`config.mk`:
```
export PLATFORM = sky130hd
export DESIGN_NAME = ps2_rx_fifo
export DESIGN_NICKNAME = d
export VERILOG_FILES = /design/src/rtl/ps2_rx_fifo.sv
export SDC_FILE = /design/constraint.sdc
export NUM_CORES = 1
export LEC_CHECK = 0
export BUFFER_PORTS_ARGS = -buffer_cell sky130_fd_sc_hd__buf_2
export CAP_MARGIN = 20
export CORE_UTILIZATION = 54
export DETAILED_ROUTE_END_ITERATION = 10
export PLACE_DENSITY = 0.76
export SLEW_MARGIN = 15
export SYNTH_ARGS = -nofsm -noshare
export SYNTH_HDL_FRONTEND = slang
export SYNTH_SLANG_ARGS = --single-unit
```
`constraint.sdc`:
```
create_clock -name clk -period 2.9 [get_ports clk]
set_clock_uncertainty 0.05 [all_clocks]
set_input_delay 0.145 -clock clk [delete_from_list [all_inputs] [get_ports clk]]
set_output_delay 0.145 -clock clk [all_outputs]
set_load 0.01 [all_outputs]
```
`src/rtl/ps2_rx_fifo.sv`:
```
// ---------------------------------------------------------------------------
// ps2_rx_fifo
//
// PS/2 device-to-host receiver with a first-word-fall-through byte FIFO.
// ps2_clk and ps2_data are synchronised into the clk domain. ps2_clk is then
// glitch-filtered, and each falling edge of the filtered clock samples one
// frame bit. A frame is: start(0), 8 data bits LSB first, odd parity, stop(1).
// Good bytes are pushed into the FIFO. Bad frames raise single-cycle error
// pulses.
//
// Parameters
//   FIFO_DEPTH   receive FIFO depth in bytes (power of 2, 2..256)
//   FILT_LEN     consecutive equal samples before filtered ps2_clk toggles
//   TIMEOUT_CYC  clk-cycle limit between PS/2 falling edges inside a frame
//
// Ports
//   clk          system clock, rising edge
//   rst          synchronous active-low reset
//   ps2_clk      asynchronous PS/2 clock from the device
//   ps2_data     asynchronous PS/2 data from the device
//   rx_en        receive enable; low aborts any partial frame
//   rd_en        pop request for the FIFO head
//   err_clr      clears the sticky overflow flag
//   data         FIFO head byte, valid while rda=1 (0 when empty)
//   rda          FIFO not empty
//   count        bytes held in the FIFO
//   full         count == FIFO_DEPTH
//   overflow     sticky: a received byte was dropped because the FIFO was full
//   parity_err   single-cycle pulse, frame discarded for bad parity
//   frame_err    single-cycle pulse, frame discarded for bad stop bit/timeout
//
// Optional feature
//   PS2_RX_TIMEOUT_EN  when defined, a stalled frame is abandoned after
//                      TIMEOUT_CYC cycles without a falling edge, and
//                      frame_err is pulsed.
// ---------------------------------------------------------------------------
module ps2_rx_fifo #(
    parameter int FIFO_DEPTH  = 8,
    parameter int FILT_LEN    = 4,
    parameter int TIMEOUT_CYC = 20000
) (
    input  logic                              clk,
    input  logic                              rst,
    input  logic                              ps2_clk,
    input  logic                              ps2_data,
    input  logic                              rx_en,
    input  logic                              rd_en,
    input  logic                              err_clr,
    output logic [7:0]                        data,
    output logic                              rda,
    output logic [$clog2(FIFO_DEPTH+1)-1:0]   count,
    output logic                              full,
    output logic                              overflow,
    output logic                              parity_err,
    output logic                              frame_err
);

    localparam int             CW        = $clog2(FIFO_DEPTH + 1);
    localparam int             AW        = $clog2(FIFO_DEPTH);
    localparam logic [3:0]     FILT_LAST = 4'(FILT_LEN - 1);
    localparam logic [CW-1:0]  DEPTH_C   = CW'(FIFO_DEPTH);

    // Elaboration-time guard against unsupported parameter values.
    if (FIFO_DEPTH < 2 || FIFO_DEPTH > 256 || (FIFO_DEPTH & (FIFO_DEPTH - 1)) != 0) begin : g_bad_depth
        $error("ps2_rx_fifo: FIFO_DEPTH must be a power of 2 in 2..256");
    end
    if (FILT_LEN < 1 || FILT_LEN > 16) begin : g_bad_filt
        $error("ps2_rx_fifo: FILT_LEN must be in 1..16");
    end
    if (TIMEOUT_CYC < 1) begin : g_bad_timeout
        $error("ps2_rx_fifo: TIMEOUT_CYC must be at least 1");
    end

    typedef enum logic [1:0] {IDLE, DATA, PARITY, STOP} state_t;

    logic          clk_s1, clk_s2, dat_s1, dat_s2;
    logic          filt_clk;
    logic [3:0]    filt_cnt;
    logic          sample_evt;

    state_t        state, state_next;
    logic [2:0]    bit_cnt, bit_cnt_next;
    logic [7:0]    shift_reg, shift_next;
    logic          par_bit, par_next;
    logic          push, perr_next, ferr_next;

    logic [7:0]    mem [FIFO_DEPTH];
    logic [AW-1:0] wr_ptr, rd_ptr;
    logic          do_push, do_pop, drop;

    // Two-flop synchronisers. They reset to the idle-high bus level, so that
    // leaving reset never looks like a falling edge.
    always_ff @(posedge clk) begin
        if (!rst) begin
            clk_s1 <= 1'b1;
            clk_s2 <= 1'b1;
            dat_s1 <= 1'b1;
            dat_s2 <= 1'b1;
        end else begin
            clk_s1 <= ps2_clk;
            clk_s2 <= clk_s1;
            dat_s1 <= ps2_data;
            dat_s2 <= dat_s1;
        end
    end

    // Glitch filter. filt_cnt counts consecutive samples that disagree with
    // filt_clk. The filtered clock flips on the FILT_LEN-th such sample.
    always_ff @(posedge clk) begin
        if (!rst) begin
            filt_clk <= 1'b1;
            filt_cnt <= 4'd0;
        end else if (clk_s2 == filt_clk) begin
            filt_cnt <= 4'd0;
        end else if (filt_cnt == FILT_LAST) begin
            filt_clk <= clk_s2;
            filt_cnt <= 4'd0;
        end else begin
            filt_cnt <= filt_cnt + 4'd1;
        end
    end

    // High in the cycle where filt_clk is about to fall. dat_s2 is sampled
    // in this same cycle.
    assign sample_evt = filt_clk && !clk_s2 && (filt_cnt == FILT_LAST);

`ifdef PS2_RX_TIMEOUT_EN
    localparam int TW = $clog2(TIMEOUT_CYC + 1);

    logic [TW-1:0] tmo_cnt;
    logic          timeout;

    // Counts cycles since the last sample event while a frame is open.
    always_ff @(posedge clk) begin
        if (!rst || state == IDLE || sample_evt) begin
            tmo_cnt <= '0;
        end else if (!timeout) begin
            tmo_cnt <= tmo_cnt + TW'(1);
        end
    end

    assign timeout = (state != IDLE) && (tmo_cnt == TW'(TIMEOUT_CYC));
`endif

    // Frame FSM state and shift registers. The error outputs are registered
    // copies of the single-cycle flags that the next-state logic produces.
    always_ff @(posedge clk) begin
        if (!rst) begin
            state      <= IDLE;
            bit_cnt    <= 3'd0;
            shift_reg  <= 8'h00;
            par_bit    <= 1'b0;
            parity_err <= 1'b0;
            frame_err  <= 1'b0;
        end else begin
            state      <= state_next;
            bit_cnt    <= bit_cnt_next;
            shift_reg  <= shift_next;
            par_bit    <= par_next;
            parity_err <= perr_next;
            frame_err  <= ferr_next;
        end
    end

    // Next-state logic. rx_en=0 overrides everything. A sample event takes
    // priority over a timeout that expires in the same cycle.
    always_comb begin
        state_next   = state;
        bit_cnt_next = bit_cnt;
        shift_next   = shift_reg;
        par_next     = par_bit;
        push         = 1'b0;
        perr_next    = 1'b0;
        ferr_next    = 1'b0;
        if (!rx_en) begin
            state_next = IDLE;
        end else if (sample_evt) begin
            case (state)
                IDLE: begin
                    if (!dat_s2) begin
                        state_next   = DATA;
                        bit_cnt_next = 3'd0;
                    end
                end
                DATA: begin
                    shift_next   = {dat_s2, shift_reg[7:1]};
                    bit_cnt_next = bit_cnt + 3'd1;
                    if (bit_cnt == 3'd7) begin
                        state_next = PARITY;
                    end
                end
                PARITY: begin
                    par_next   = dat_s2;
                    state_next = STOP;
                end
                STOP: begin
                    state_next = IDLE;
                    perr_next  = ~(^{shift_reg, par_bit});
                    ferr_next  = ~dat_s2;
                    push       = (^{shift_reg, par_bit}) & dat_s2;
                end
                default: state_next = IDLE;
            endcase
        end
`ifdef PS2_RX_TIMEOUT_EN
        else if (timeout) begin
            state_next = IDLE;
            ferr_next  = 1'b1;
        end
`endif
    end

    assign rda     = (count != '0);
    assign full    = (count == DEPTH_C);
    assign data    = rda ? mem[rd_ptr] : 8'h00;
    assign do_pop  = rd_en && rda;
    // When the FIFO is full, a same-cycle pop frees the slot that the push
    // writes into.
    assign do_push = push && (!full || do_pop);
    assign drop    = push && full && !do_pop;

    // Storage has no reset. data is forced to 0 while the FIFO is empty.
    always_ff @(posedge clk) begin
        if (rst && do_push) begin
            mem[wr_ptr] <= shift_reg;
        end
    end

    // Pointers wrap naturally because FIFO_DEPTH is a power of two.
    // A new overflow takes priority over err_clr in the same cycle.
    always_ff @(posedge clk) begin
        if (!rst) begin
            wr_ptr   <= '0;
            rd_ptr   <= '0;
            count    <= '0;
            overflow <= 1'b0;
        end else begin
            if (do_push) begin
                wr_ptr <= wr_ptr + AW'(1);
            end
            if (do_pop) begin
                rd_ptr <= rd_ptr + AW'(1);
            end
            case ({do_push, do_pop})
                2'b10:   count <= count + CW'(1);
                2'b01:   count <= count - CW'(1);
                default: count <= count;
            endcase
            if (drop) begin
                overflow <= 1'b1;
            end else if (err_clr) begin
                overflow <= 1'b0;
            end
        end
    end

endmodule

```
# After elaboration in Yosys (flattened, before gate mapping)
# Memory sizes are Yosys's and may differ from the RTL's. A register that Yosys moved wholly into a read port is not among the register bits.
# Cells that the tools add are included.
[totals]
regBits = 36
ram_bits = 64
inputBits = 7
out_inout_bits = 17
n_memories = 1
[mem_list]
columns = ["memory", "depth", "word_bits", "read_ports", "rd_clocked_by_memory_dff", "write_ports", "line_no", "text"]
rows = [
  ["mem", 8, 8, 1, 1, 1, "87", "logic [7:0] mem [FIFO_DEPTH];"],
]
[op_classes]
addsub = 6
eq_ne = 11
muxes = 16
bitwise_logic = 5
reduce_logical = 25
[op_table]
columns = ["cell", "n"]
rows = [
  ["adder 3 x 1 -> 3 bit, second input constant", 3],
  ["2-to-1 mux 3 bit", 3],
  ["AND reduction 3 bit", 3],
  ["XOR reduction 9 bit", 1],
  ["adder 4 x 1 -> 4 bit, second input constant", 2],
  ["2-to-1 mux 8 bit", 1],
  ["case mux 2 bit (4 select lines)", 1],
  ["case mux 4 bit (2 select lines)", 1],
  ["AND reduction 4 bit", 2],
  ["logical AND 1 bit", 7],
  ["2-to-1 mux 1 bit", 7],
  ["== test 2 bit, second input constant", 3],
  ["case mux 3 bit (2 select lines)", 1],
  ["nonzero test 2 bit", 3],
  ["== test 2 x 1 -> 1 bit, second input constant", 2],
  ["== test 4 x 2 -> 1 bit, second input constant", 1],
  ["== test 4 bit, second input constant", 1],
  ["2-to-1 mux 2 bit", 2],
  ["!= test 2 bit, second input constant", 2],
  ["inverter 1 bit", 4],
  ["AND reduction 2 bit", 2],
  ["nonzero test 4 bit", 1],
  ["subtractor 4 x 1 -> 4 bit, second input constant", 1],
  ["== test 3 bit, second input constant", 1],
  ["6 further kinds", 8],
]

# Longest topological paths before layout
# Gate-level depths: netlist of the first run.
[depth]
depth_word = 9
mapped_depth = 13
depth_no_buf = 13

# Worst setup path before layout of the first run
# No wires, ideal clock.
[synth_timing]
path_kind = "register -> register"
start = "register shift_reg[7]"
end = "memory mem[0][0], enable pin"
setup_ps = 395
arrival_ps = 2560
required_ps = 2455
path_slack_ps = -105
path_stages_with_launch = 6
path_buffers = 0
cell_sequence = "dfxtp_1 xor3_1 or4_4 mux2i_4 nand2_1 nor4_1"
[synth_via]
elab_chain_cells = 9
[synth_rtl]
columns = ["item", "line_no", "text"]
rows = [
  ["start: declaration", "83", "logic [7:0] shift_reg, shift_next;"],
  ["start signal: assignment", "158", "shift_reg <= shift_next;"],
  ["XOR reduction 9 bit", "200", "push = (^{shift_reg, par_bit}) & dat_s2;"],
  ["AND 1 bit", "200", ""],
  ["2-to-1 mux 1 bit", "178", "case (state)"],
  ["2-to-1 mux 1 bit", "177", "end else if (sample_evt) begin"],
  ["2-to-1 mux 1 bit", "175", "if (!rx_en) begin"],
  ["logical AND 1 bit", "219", "assign do_push = push && (!full || do_pop);"],
  ["logical AND 1 bit", "224", "if (rst && do_push) begin"],
  ["2-to-1 mux 1 bit", "224", ""],
  ["2-to-1 mux 1 bit (not written as such)", "225", "mem[wr_ptr] <= shift_reg;"],
  ["end: declaration", "87", ""],
]
# No other way between the ends.

# Worst setup path in the final report of the first run
[layout_timing]
start = "register shift_reg[0]"
end = "register count[3]"
[layout_via]
elab_chain_cells = 8
elab_cells_between_ends = 10
classes_between = "eq/ne (2); mux (4); bitwise (1); reduce/logical (3)"
[layout_rtl]
columns = ["item", "line_no", "text"]
rows = [
  ["XOR reduction 9 bit (*)", "200", ""],
  ["AND 1 bit (*)", "200", ""],
  ["2-to-1 mux 1 bit (*)", "178", ""],
  ["2-to-1 mux 1 bit (*)", "177", ""],
  ["2-to-1 mux 1 bit (*)", "175", ""],
  ["logical AND 1 bit (*)", "219", ""],
  ["== test 2 x 1 -> 1 bit / == test 2 bit (equally long branches)", "244", "case ({do_push, do_pop})"],
  ["case mux 4 bit (2 select lines) / nonzero test 2 bit (equally long branches)", "n/a", ""],
  ["end signal: assignment", "245", "2'b10: count <= count + CW'(1);"],
  ["end signal: assignment", "246", "2'b01: count <= count - CW'(1);"],
  ["end signal: assignment", "247", "default: count <= count;"],
  ["end: declaration", "51", "output logic [$clog2(FIFO_DEPTH+1)-1:0] count,"],
]
# Mark *: on every way between the ends. The rest lies on a longest branch, timed or not.
# A chain may end at the register's enable or synchronous reset.

==> out/results.txt, run 1 <==
At the pin with the least slew margin, the transition time is 0.7975 ns. The run finished with clean final reports. The logs give 0.001998 uW for the static leakage and 64.51% for the core occupancy in the finished layout.

Timing would allow up to 0.3563 GHz. Measured along the y axis, the die boundary spans 91.35 um. STA puts the critical path data required time at 3.16 ns.

The worst setup path is launched from a flop. Counting along the longest clock path gives a buffer depth of 2. The average instance in the mapped netlist occupies 14.18 um2. The detailed router finished its first iteration with 97 violations.

Yosys mapped the design onto 38 distinct sky130hd cell types. Of the total synthesized cell area, the portion taken by AND, OR, NAND and NOR gates is 11.12%. The synthesized design spends more area on one cell type than any other, namely sky130_fd_sc_hd__edfxtp_1. After synthesis, the share of flip-flops with an asynchronous set or reset is 0%. The fraction of the mapped netlist area in compound gates was 2.119%. After clock tree synthesis, the clock-pin slew on the worst setup and hold paths is 0.10 ns. STA classifies the critical path endpoint as a flop.

For the detailed-route wire length on metal 1, the log shows 3216 um. For this run, design rule violations remaining after detail routing come to 0. The detailed router placed 2517 vias in this run. The register with the most flip-flops in the layout has 64 of them. Clock tree root driver cell: sky130_fd_sc_hd__clkbuf_8. In the finished design, the share of the clock period the worst path needs comes to 96.77%. TritonCTS built the clock tree. The tools report the number of antenna violations at the first check in global routing as 0. Summing the sequential cell areas from Yosys gives 62.70% of the chip area.

For this run, the total global-route usage over all layers was measured as 19.61%. The tightest min-delay check is of the input port to flop type. The core region is 0.007727 mm2. The logs give 4 for the number of search-and-repair iterations in the first detailed-routing pass and 0 for the antenna diode instance count. The tools report the number of routed nets with antenna violations as 0.

The logs give 55.78% for the effective utilization at floorplan and 0 for the number of maximum-capacitance constraint violations. Worst slack after detailed placement: 0.05371 ns. In the final design database the tool counted 376 nets. The minimum setup slack in the final design was 0.09353 ns; the total number of yosys warnings was 0. The top cell type by area accounts for 44.59% of the synthesized area.

The tools report the data arrival time of the critical path as 3.06 ns. The design draws 2466 uW. The highest routed metal layer was met4. The tools report the peak supply drop as 0.2991 mV. The total of buffers placed on input and output ports is 23.

For the number of max-slew violations in the final report, the log shows 0. The number of global-route vias before repair is 2519, and the area growth from synthesis to final layout is 15.65%. The number of enable-type register cells in the synthesized netlist was 64; the post-synthesis instance area was 0.004310 mm2. Of the total synthesized cell area, the portion taken by XOR and XNOR cells is 2.990%.

In the detailed route, the total length drawn on met2 is 3842 um. Among all flip-flop cells after synthesis, the most frequent one is sky130_fd_sc_hd__edfxtp_1. 24 I/O pins were placed. After detailed routing, the number of vias per cell comes to 5.436.

The width of the die was 91.35 um. Dividing the detail-routed wire length by the instance count gives 16.19 um. The critical path class is flop to flop.

For the worst-skew pair, the clock arrives at the later sink with an insertion delay of 0.36 ns. The post-synthesis net count was 324; the total number of H-tree levels was 3. Maximum fanout encountered on the critical timing path: 4. At the end of routability-driven placement, the weighted congestion stood at 0.7853. The tools report the count of clock tree sinks as 103. The run gives 0 as the leftover overflow at the end of global routing. The minimum clock period after layout works out to 2.806 ns. Entering global routing, the biggest net connects 22 pins. The logs give 0.008344 mm2 for the area of the die and 4864 um for the detailed-placement wirelength estimate. Setup repair after global routing could not meet its margin everywhere. In this run the core area contains 32 standard-cell rows. Detailed routing placed a total of 297 um of wire on met3. Summed over all layers, the routed wires come to 7495 um. The layout cell share with drive strength beyond 1 is 26.32%.

The multiplexer share of the synthesized area was 15.27%. After synthesis, the cell types taking the most area are sky130_fd_sc_hd__edfxtp_1, sky130_fd_sc_hd__dfxtp_1, sky130_fd_sc_hd__mux4_2. In this run the tightest slew margin relative to its limit is 46.76%. The dominant combinational cell family by area after synthesis is multiplexers.

Number of hold violations in the final report: 0. Counting every instance in the synthesized netlist gives 304. The logs give 0 for the number of failing setup endpoints in the final timing report and 12230 um for the global-route wire length before repair. Flip-flop and latch count after synthesis: 103.

Clock tree synthesis inserted a total of 9 buffers. After Yosys synthesis, full adders, half adders and majority gates account for 3.948% of the synthesized area. Dividing total power by cell area gives a power density of 494.8 mW/mm2.
==> cells in the mapped netlist, types with 2 or more instances <==
master	count
sky130_fd_sc_hd__a21o_1	2
sky130_fd_sc_hd__a21oi_1	8
sky130_fd_sc_hd__and2_1	5
sky130_fd_sc_hd__buf_1	2
sky130_fd_sc_hd__clkbuf_1	7
sky130_fd_sc_hd__dfxtp_1	39
sky130_fd_sc_hd__edfxtp_1	64
sky130_fd_sc_hd__ha_1	12
sky130_fd_sc_hd__inv_1	10
sky130_fd_sc_hd__mux2i_1	26
sky130_fd_sc_hd__mux4_2	16
sky130_fd_sc_hd__nand2_1	22
sky130_fd_sc_hd__nand2b_1	8
sky130_fd_sc_hd__nand3_1	7
sky130_fd_sc_hd__nand3b_1	2
sky130_fd_sc_hd__nand4_1	3
sky130_fd_sc_hd__nor2_1	33
sky130_fd_sc_hd__nor3_1	7
sky130_fd_sc_hd__nor4_1	2
sky130_fd_sc_hd__o21ai_0	4
sky130_fd_sc_hd__xnor2_1	6
sky130_fd_sc_hd__xor2_1	3
==> metrics by stage <==
step	instances	hold slack [ns]	TNS, ns	area (um2)
after floorplan	304	0.1965	-1.676	4310
after global placement	440	0.2788	0	4672
after detailed placement	440	0.2822	0	4672
after CTS	458	0.005989	0	4895
after global routing	463	0.03483	-0.03759	4985
final	463	0.01395	0	4985
==> critical path: stages (launching register included) <==
cell and delay, ns:
sky130_fd_sc_hd__dfxtp_2 0.34, sky130_fd_sc_hd__xor3_2 0.44, sky130_fd_sc_hd__or4_4 0.55, sky130_fd_sc_hd__mux2_4 0.32, sky130_fd_sc_hd__nand2_4 0.09, sky130_fd_sc_hd__inv_4 0.04, sky130_fd_sc_hd__ha_4 0.20, sky130_fd_sc_hd__a21o_1 0.16
sky130_fd_sc_hd__a21oi_2 0.14, sky130_fd_sc_hd__nor3_2 0.06, sky130_fd_sc_hd__mux2i_1 0.17, sky130_fd_sc_hd__mux2i_1 0.19
==> layer usage <==
layer,track usage (%),vias up
met5,0,-
met4,9.127,0
met3,4.104,13
met2,33.27,48
met1,24.09,1238
li1,-,1218
==> power by group <==
group | internal, uW | switching [uW]
registers | 1540 | 1.16
clock network | 406 | 496
logic | 9.47 | 15.2
total | 1950 | 513
==> cell type report <==
cell class,count,area [um2]
fillers,569,2743
clock inverters,7,78.83
flip-flops and latches,103,2704
inverters,11,43.79
clock buffers,9,123.9
repair buffers,51,330.3
well taps,102,127.6
multi-input cells,180,1577
==> worst paths after layout <==
check | end | from | cells after the start | slack (ns)
max | count[3] | shift_reg[0] | 11 | 0.09
min | state[1] | rx_en | 3 | 0.01
min reg2reg | dat_s2 | dat_s1 | 1 | 0.37
max reg2reg | count[3] | shift_reg[0] | 11 | 0.09
==> layout by cell type, fill, tap and decap left out, types with 2 or more instances in the layout <==
cell type,n
sky130_fd_sc_hd__nor3_1,6
sky130_fd_sc_hd__dfxtp_1,38
sky130_fd_sc_hd__nor2_1,33
sky130_fd_sc_hd__a21oi_1,7
sky130_fd_sc_hd__nand3b_1,2
sky130_fd_sc_hd__nand3_1,7
sky130_fd_sc_hd__mux2i_1,26
sky130_fd_sc_hd__xor2_1,3
sky130_fd_sc_hd__a21o_1,2
sky130_fd_sc_hd__edfxtp_1,64
sky130_fd_sc_hd__nand2b_1,8
sky130_fd_sc_hd__clkinvlp_4,3
sky130_fd_sc_hd__o21ai_0,4
sky130_fd_sc_hd__inv_1,9
sky130_fd_sc_hd__inv_6,2
sky130_fd_sc_hd__ha_4,2
sky130_fd_sc_hd__nand4_1,3
sky130_fd_sc_hd__ha_1,10
sky130_fd_sc_hd__buf_4,26
sky130_fd_sc_hd__mux4_2,16
sky130_fd_sc_hd__xnor2_1,6
sky130_fd_sc_hd__nand2_1,21
sky130_fd_sc_hd__clkbuf_8,9
sky130_fd_sc_hd__buf_2,23
sky130_fd_sc_hd__dlygate4sd3_1,2
sky130_fd_sc_hd__and2_1,5
==> what timing repair did <==
item / CTS / global route
resized for setup: 0 / 12
endpoints found under the setup margin: 0 / 1
endpoints found under the hold margin: 2 / 0
setup buffers: 0 / 5
hold buffers: 2 / 0
==> logic make-up (layout without fill, tap and decap cells) <==
logic type / Yosys count / after routing
AOI/OAI and AO/OA: 16 / 16
xor gates and xnor gates: 11 / 11
adders and majority gates: 13 / 13
buffers and inverters: 21 / 78
DFF: 103 / 103
muxes: 44 / 44
and+or+nand+nor: 96 / 96
Note: power is estimated with default switching activity, not from simulation.
==> run 2: changes to the inputs <==
--- a/config.mk
+++ b/config.mk
@@ -7,9 +7,9 @@
 export LEC_CHECK = 0
 export BUFFER_PORTS_ARGS = -buffer_cell sky130_fd_sc_hd__buf_2
 export CAP_MARGIN = 20
-export CORE_UTILIZATION = 54
+export CORE_UTILIZATION = 56
 export DETAILED_ROUTE_END_ITERATION = 10
-export PLACE_DENSITY = 0.76
+export PLACE_DENSITY = 0.75
 export SLEW_MARGIN = 15
 export SYNTH_ARGS = -nofsm -noshare
 export SYNTH_HDL_FRONTEND = slang
==> constraint.sdc (replaced) <==
create_clock -name clk -period 2.7 [get_ports clk]
set_clock_uncertainty 0.05 [all_clocks]
set_input_delay 0.135 -clock clk [delete_from_list [all_inputs] [get_ports clk]]
set_output_delay 0.135 -clock clk [all_outputs]
set_load 0.01 [all_outputs]
==> run 2 against run 1 <==
Count of clock-buffer cells in the layout stayed put. Worst setup slack worse by 0.066 ns. Design area increased by 1.6%. Sequential power up 7%. Critical path depth unchanged. Via count is 0.83% higher. Combinational power increased by 14%. Final cell count up 0.86%. Sequential cell count did not move.
==> out/results.txt, run 2 (synthesis results as in run 1) <==
The run finished with clean final reports. The register clock-pin slew on the reported worst setup and hold paths works out to 0.09 ns. For the number of routed nets with antenna violations, the log shows 0. With fillers left out, the area of the finished cells amounts to 0.005064 mm2. Origin of the worst min-delay path: rd_en. The number of max-slew violations in the final report came out at 0. The smallest hold slack came out at 0.04597 ns. Number of remaining DRC errors: 0. STA classifies the critical path endpoint as a flop.

For the worst setup path, the data required time is 2.96 ns. Along the worst path, the maximum fanout reaches 4. Minimum clock period after layout: 2.672 ns. Number of hold violations in the final report: 0.

Number of global-route vias before repair: 2581. For the data arrival time of the critical path, the log shows 2.93 ns. The area of the core region is 0.007331 mm2. The floorplan step set the die height to 89.74 um. In the layout the commonest cells are sky130_fd_sc_hd__edfxtp_1, sky130_fd_sc_hd__dfxtp_1, sky130_fd_sc_hd__nor2_1.

The final layout contains 383 nets. The number of flip-flops in the largest register was 64. The run gives 7472 um as the total wirelength of the detailed-routed design.

For this configuration, the core starts out at a cell density of 58.80%. The amount of wire on met3 after detailed routing was 266 um; the number of vias per cell after detailed routing was 5.435. The min-delay analysis places its worst path in the category input port to flop.

Area growth from synthesis to final layout: 17.47%. The layout cell share with drive strength beyond 1 is 28.80%, and the number of antenna violations at the first check in global routing is 0. Global routing finished with a remaining overflow of 0. Total number of H-tree levels: 3. The later pin in the worst-skew pair is clocked with a latency of 0.37 ns. Clock tree synthesis selected as its root buffer the cell sky130_fd_sc_hd__clkbuf_8.

The global-route wire length before repair came out at 12720 um. Slew at the pin closest to its max-slew limit: 0.5364 ns. The part of the cycle the worst path needs works out to 98.98%. TritonCTS built the clock tree. For this design the static power due to leakage is 0.002050 uW. Counting tap cells, the placed design contains a total of 448 instances.

The violation count after the first detailed-route iteration came out at 157. Power spread over the standard cell area amounts to 541.7 mW/mm2. Entering global routing, the biggest net connects 22 pins. The HPWL after detailed placement is 5043 um. For flop-to-flop paths, the worst setup slack is 0.03 ns. After routing, the total negative slack on setup checks comes to 0 ns. Cell row count: 31. Routed signal wires occupy layers up through met4. The tools report the amount of wire on met2 after detailed routing as 3811 um.

The tree built by TritonCTS fans out to 103 sinks. After detailed routing, the average wire length per cell comes to 16.00 um. The critical path class was flop to flop.

VDD sags by at most 0.3665 mV. Pin placement for this block handled 24 I/O pins. The detailed-route wire length on metal 1 is 3212 um, and the worst slew slack as a fraction of its limit is 64.02%.

For this run, the detailed router's first-pass iteration total came to 4. The library cell used most frequently in the layout, excluding fill and tap cells, is sky130_fd_sc_hd__edfxtp_1. The die covers 0.008052 mm2. Counting instances, the worst hold path has a depth of 4. The number of antenna diodes in the final layout is 0. The finished layout holds 467 standard cells, fillers aside.

For the fmax, the log shows 0.3742 GHz. Setup repair after global routing could not meet its margin everywhere. The via count is 2538.

The worst register-to-register path begins at par_bit. The width of the die was 89.74 um. The tool flagged a number of max-cap violations equal to 0. In this run, CTS created clock tree buffers numbering 9.

The endpoint identified for the worst register-to-register timing path is count[3]. Total of buffers placed on input and output ports: 23. The maximum clock path buffer count was 2; the number of failing setup endpoints in the final timing report was 0. Routability-driven placement finished with a final weighted congestion of 0.7546. The worst register-to-register path has a depth of 11.

STA classifies the critical path startpoint as a flop. For the cell area after placement, the log shows 0.004768 mm2. Global routing used 20.78% of the available tracks across all layers.
-- run 2: cell types whose count changed in the layout (fill, tap and decap cells not counted), moves of 2 or more --
cell	change
sky130_fd_sc_hd__buf_4	+6
sky130_fd_sc_hd__clkinvlp_4	-3
sky130_fd_sc_hd__dfxtp_1	-2
sky130_fd_sc_hd__dfxtp_2	+2
sky130_fd_sc_hd__ha_1	-2
sky130_fd_sc_hd__ha_2	+2
sky130_fd_sc_hd__inv_2	+2
-- run 2: through the flow --
step | total power [uW] | worst slack, ns | utilization, %
2_1_floorplan | 1704 | -0.2132 | -
3_3_place_gp | 1714 | 0.001836 | 65.05
3_5_place_dp | 1714 | -0.09180 | 65.05
4_1_cts | 2776 | -0.03840 | 68.65
5_1_grt | 2838 | -0.1001 | 69.07
6_report | 2743 | 0.02761 | 69.07
-- run 2: repair_timing --
action / 4_1_cts / 5_1_grt
setup endpoints to repair: 1 / 2
gates resized for setup: 4 / 6
buffers inserted: 0 / 0
pin swaps: 2 / 5
hold buffers: 3 / 0
hold endpoints to repair: 4 / 0
-- run 2: per-layer routing --
layer  GRT usage, %  vias up
met2          35.77       47
li1               -     1229
met3          4.230       14
met4          9.426        0
met1          25.26     1248
met5              0        -
-- run 2: worst max-delay path: stages (launching register included) --
cell                      delay, ns
sky130_fd_sc_hd__dfxtp_2       0.34
sky130_fd_sc_hd__xor3_1        0.43
sky130_fd_sc_hd__or4_4         0.43
sky130_fd_sc_hd__mux2_4        0.30
sky130_fd_sc_hd__nand2_2       0.08
sky130_fd_sc_hd__inv_2         0.05
sky130_fd_sc_hd__buf_4         0.13
sky130_fd_sc_hd__ha_4          0.26
sky130_fd_sc_hd__a21oi_2       0.05
sky130_fd_sc_hd__and2_1        0.15
sky130_fd_sc_hd__mux2i_1       0.15
sky130_fd_sc_hd__mux2i_1       0.19
-- run 2: how the worst max path moves through the flow --
stage           endpoint          from  depth (start not counted)
5_1_grt         count[3]       par_bit                         11
4_1_cts         count[3]  shift_reg[0]                         11
3_5_place_dp    count[3]       par_bit                         11
3_3_place_gp    count[3]       par_bit                         11
6_report        count[3]       par_bit                         11
2_1_floorplan  mem[0][0]       par_bit                          5
-- run 2: layout make-up --
class | instances | area (um2)
clock buffer | 9 | 123.9
fill | 506 | 2267
multi-input combinational | 180 | 1580
inverter | 11 | 41.29
sequential | 103 | 2706
clock inverter | 7 | 102.6
timing repair buffer | 58 | 385.4
tap | 99 | 123.9
-- run 2: where the power goes --
group          total, uW  internal, uW  leakage [uW]  switching, uW
registers           1650          1650       0.00102           1.24
clock network       1060           533      0.000116            528
logic               28.2          11.7      0.000916           16.6
total               2740          2200       0.00205            546
==> run 3: changes to the inputs <==
--- a/config.mk
+++ b/config.mk
@@ -7,9 +7,9 @@
 export LEC_CHECK = 0
 export BUFFER_PORTS_ARGS = -buffer_cell sky130_fd_sc_hd__buf_2
 export CAP_MARGIN = 20
-export CORE_UTILIZATION = 56
+export CORE_UTILIZATION = 55
 export DETAILED_ROUTE_END_ITERATION = 10
-export PLACE_DENSITY = 0.75
+export PLACE_DENSITY = 0.74
 export SLEW_MARGIN = 15
 export SYNTH_ARGS = -nofsm -noshare
 export SYNTH_HDL_FRONTEND = slang
==> run 3 against run 2 <==
Power is 5.9% lower. Design area is 0.57% lower. Count of clock-buffer cells in the layout is 1 higher. Worst hold slack worse by 0.014 ns. Sequential cell count stayed put. Routed wire length is 1.2% lower. Critical path type unchanged. Register-to-register slack hardly changed. Combinational power hardly changed. Die area is 1.8% higher.
==> out/results.txt, run 3 (synthesis results as in run 1) <==
The fmax is 0.3740 GHz, and the maximum clock path buffer count is 2. The net total in the final layout was 384. The routed layout has 2512 vias. For the register share of total power, the log shows 64.1%.

For this design, the slowest cell found on the critical path is sky130_fd_sc_hd__or4_4. The share of total power dissipated in combinational logic is 1.1%. The signal on the critical path passes through xor3_1 > or4_4 > mux2_4 > nand2_4 > inv_4 > buf_4 > ha_4 > a21oi_2 > and2_1 > mux2i_1 > mux2i_1.

The cell row count was 31; the total number of H-tree levels was 3. In this run the tool buffered the top-level ports with 23 buffer cells. The switching part of the total works out to 21.88%. The worst setup path is captured at a flop.

Once the floorplan was initialized, standard cells occupied 58.18% of the core. Dividing the detail-routed wire length by the instance count gives 15.77 um. For the worst-skew pair, the clock arrives at the later sink with an insertion delay of 0.36 ns.

The area of the core region came out at 0.007408 mm2. Entering global routing, the biggest net connects 22 pins. The run gives 19.27% as the overall fraction of global-route tracks in use. In the layout the commonest cells are sky130_fd_sc_hd__edfxtp_1, sky130_fd_sc_hd__dfxtp_1, sky130_fd_sc_hd__nor2_1, sky130_fd_sc_hd__buf_4, sky130_fd_sc_hd__mux2i_1. The detailed-placement wirelength estimate was 5001 um. By startpoint and endpoint, the worst setup path is classified as flop to flop.

Number of antenna violations at the first check in global routing: 0. In this run the count of I/O pins placed on the die edge is 24. The number of routed nets with antenna violations is 0, and the depth of the most critical reg-to-reg path is 11. The number of buffer and inverter instances along the worst setup path is 2. The cell that appears most often on the critical path is sky130_fd_sc_hd__mux2i_1. The analysis attributes to net switching a power of 564.6 uW. The run gives 0.002023 uW as the static leakage.

For the worst setup path, the data arrival time is 2.92 ns. Among cell families on the critical path, the largest total delay comes from multiplexers. The first global-routing pass estimated 12050 um of wire. The endpoint identified for the worst register-to-register timing path is count[3].

The element type at the critical path start was a flop. At the worst endpoint, the required time is 2.95 ns. The cell-internal power is 2016 uW, and the leftover overflow at the end of global routing is 0.

Of all nets on the critical path, the largest fanout is 3. CTS saw 103 sinks. The violation count after the first detailed-route iteration was 91. Measured along the x axis, the die boundary spans 90.53 um.

Number of maximum-capacitance constraint violations: 0. The peak supply drop was 0.3128 mV; the number of vias per cell after detailed routing was 5.368. Routability-driven placement finished with a final weighted congestion of 0.7552.

For this design the ratio of total power to cell area is 512.5 mW/mm2. Summed over all failing endpoints, the final setup total negative slack is 0 ns. For the number of max-slew violations in the final report, the log shows 0. Setup violations remaining at the end of the flow were counted as 0. Setup repair after global routing could not meet its margin everywhere. The clock tree root driver cell was sky130_fd_sc_hd__clkbuf_8. The class of the tightest hold or removal check was input port to flop.

The number of hold violations in the final report is 0. The library cell used most frequently in the layout, excluding fill and tap cells, is sky130_fd_sc_hd__edfxtp_1. The tools report the area of the die as 0.008195 mm2. Origin of the worst min-delay path: err_clr. For the proportion of power drawn by the clock network, the log shows 34.8%. After clock tree synthesis, the clock-pin slew on the worst setup and hold paths is 0.10 ns.

For the worst setup slack for register-to-register paths, the log shows 0.03 ns. The worst path needs 2.673 ns of the cycle, external delays included. The number of remaining DRC errors came out at 0. The run finished with clean final reports. The run gives 448 as the post-placement cell count. Once layout is complete, the cells apart from fillers number 468.

The worst slew slack as a fraction of its limit is 63.65%. The smallest hold slack was 0.03246 ns; the worst hold path depth was 4. TritonCTS built the clock tree.

The layout cell share with drive strength beyond 1 works out to 29.00%. The worst hold path terminates at overflow. Antenna diode instance count: 0. The number of flip-flops in the largest register was 64.

The first detailed-routing pass took 4 iterations. The floorplan step set the die height to 90.53 um. The worst path uses 99.02% of the clock period.

The final layout contains routed wiring with a total length of 7382 um. Compared with the post-synthesis result, the final layout area differs by 16.81%. The slew at the pin closest to its max-slew limit is 0.5419 ns, and the number of global-route vias before repair is 2473.

For the number of buffers added by the clock tree synthesis step, the log shows 9. The worst register-to-register path begins at par_bit. For this run, the slowest stage of the critical path takes 0.43 ns.
-- run 3: power groups by stage --
| stage | registers (uW) | clock network, uW | logic, uW |
|---|---|---|---|
| 2_1_floorplan | 1690 | 0 | 14.3 |
| 3_3_place_gp | 1690 | 0 | 24.4 |
| 3_5_place_dp | 1690 | 0 | 24.9 |
| 4_1_cts | 1650 | 909 | 28.3 |
| 5_1_grt | 1650 | 966 | 31.7 |
| 6_report | 1650 | 899 | 28.4 |
-- run 3: per-stage QoR --
step / worst slack [ns] / area (um2) / power [uW] / utilization [%]
floorplan: -0.2132 / 4328 / 1704 / -
global placement: 0.004613 / 4768 / 1714 / 64.36
detailed placement: -0.07432 / 4768 / 1714 / 64.36
CTS: 0.01283 / 5012 / 2591 / 67.66
global route: -0.08584 / 5035 / 2652 / 67.96
finish: 0.02655 / 5035 / 2580 / 67.96
-- run 3: tightest hold or removal path: stages --
cell	delay (ns)
sky130_fd_sc_hd__buf_2	0.07
sky130_fd_sc_hd__nor2b_1	0.04
sky130_fd_sc_hd__a21oi_1	0.10
sky130_fd_sc_hd__nor2_1	0.05
-- run 3: layout make-up --
cell class / instances / area (um2)
clock buffers: 10 / 127.6
well taps: 99 / 123.9
flip-flops and latches: 103 / 2708
inverters: 11 / 43.79
fillers: 531 / 2374
multi-input cells: 180 / 1585
repair buffers: 59 / 392.9
clock inverters: 6 / 53.80
-- run 3: routing by layer --
| metal | routed length [um] | share of wire (%) | GRT usage [%] |
|---|---|---|---|
| met1 | 3425 | 46 | 24.61 |
| met2 | 3716 | 50 | 33.33 |
| met3 | 138 | 1.9 | 2.862 |
| met4 | 102 | 1.4 | 7.124 |
| met5 | 0 | 0 | 0 |
-- run 3: how the worst max path moves through the flow --
stage / from / endpoint / slack [ns] / depth (start not counted)
floorplan: par_bit / mem[0][0] / -0.21 / 5
global placement: par_bit / count[3] / 0.005 / 11
detailed placement: par_bit / count[3] / -0.07 / 11
CTS: shift_reg[0] / count[3] / 0.01 / 11
global route: par_bit / count[3] / -0.09 / 11
finish: par_bit / count[3] / 0.03 / 11
-- run 3: what timing repair did --
action,4_1_cts,5_1_grt
pin swaps,3,1
setup buffers,0,1
endpoints found under the hold margin,4,0
gates resized for setup,6,7
setup endpoints to repair,1,1
hold buffers,3,0
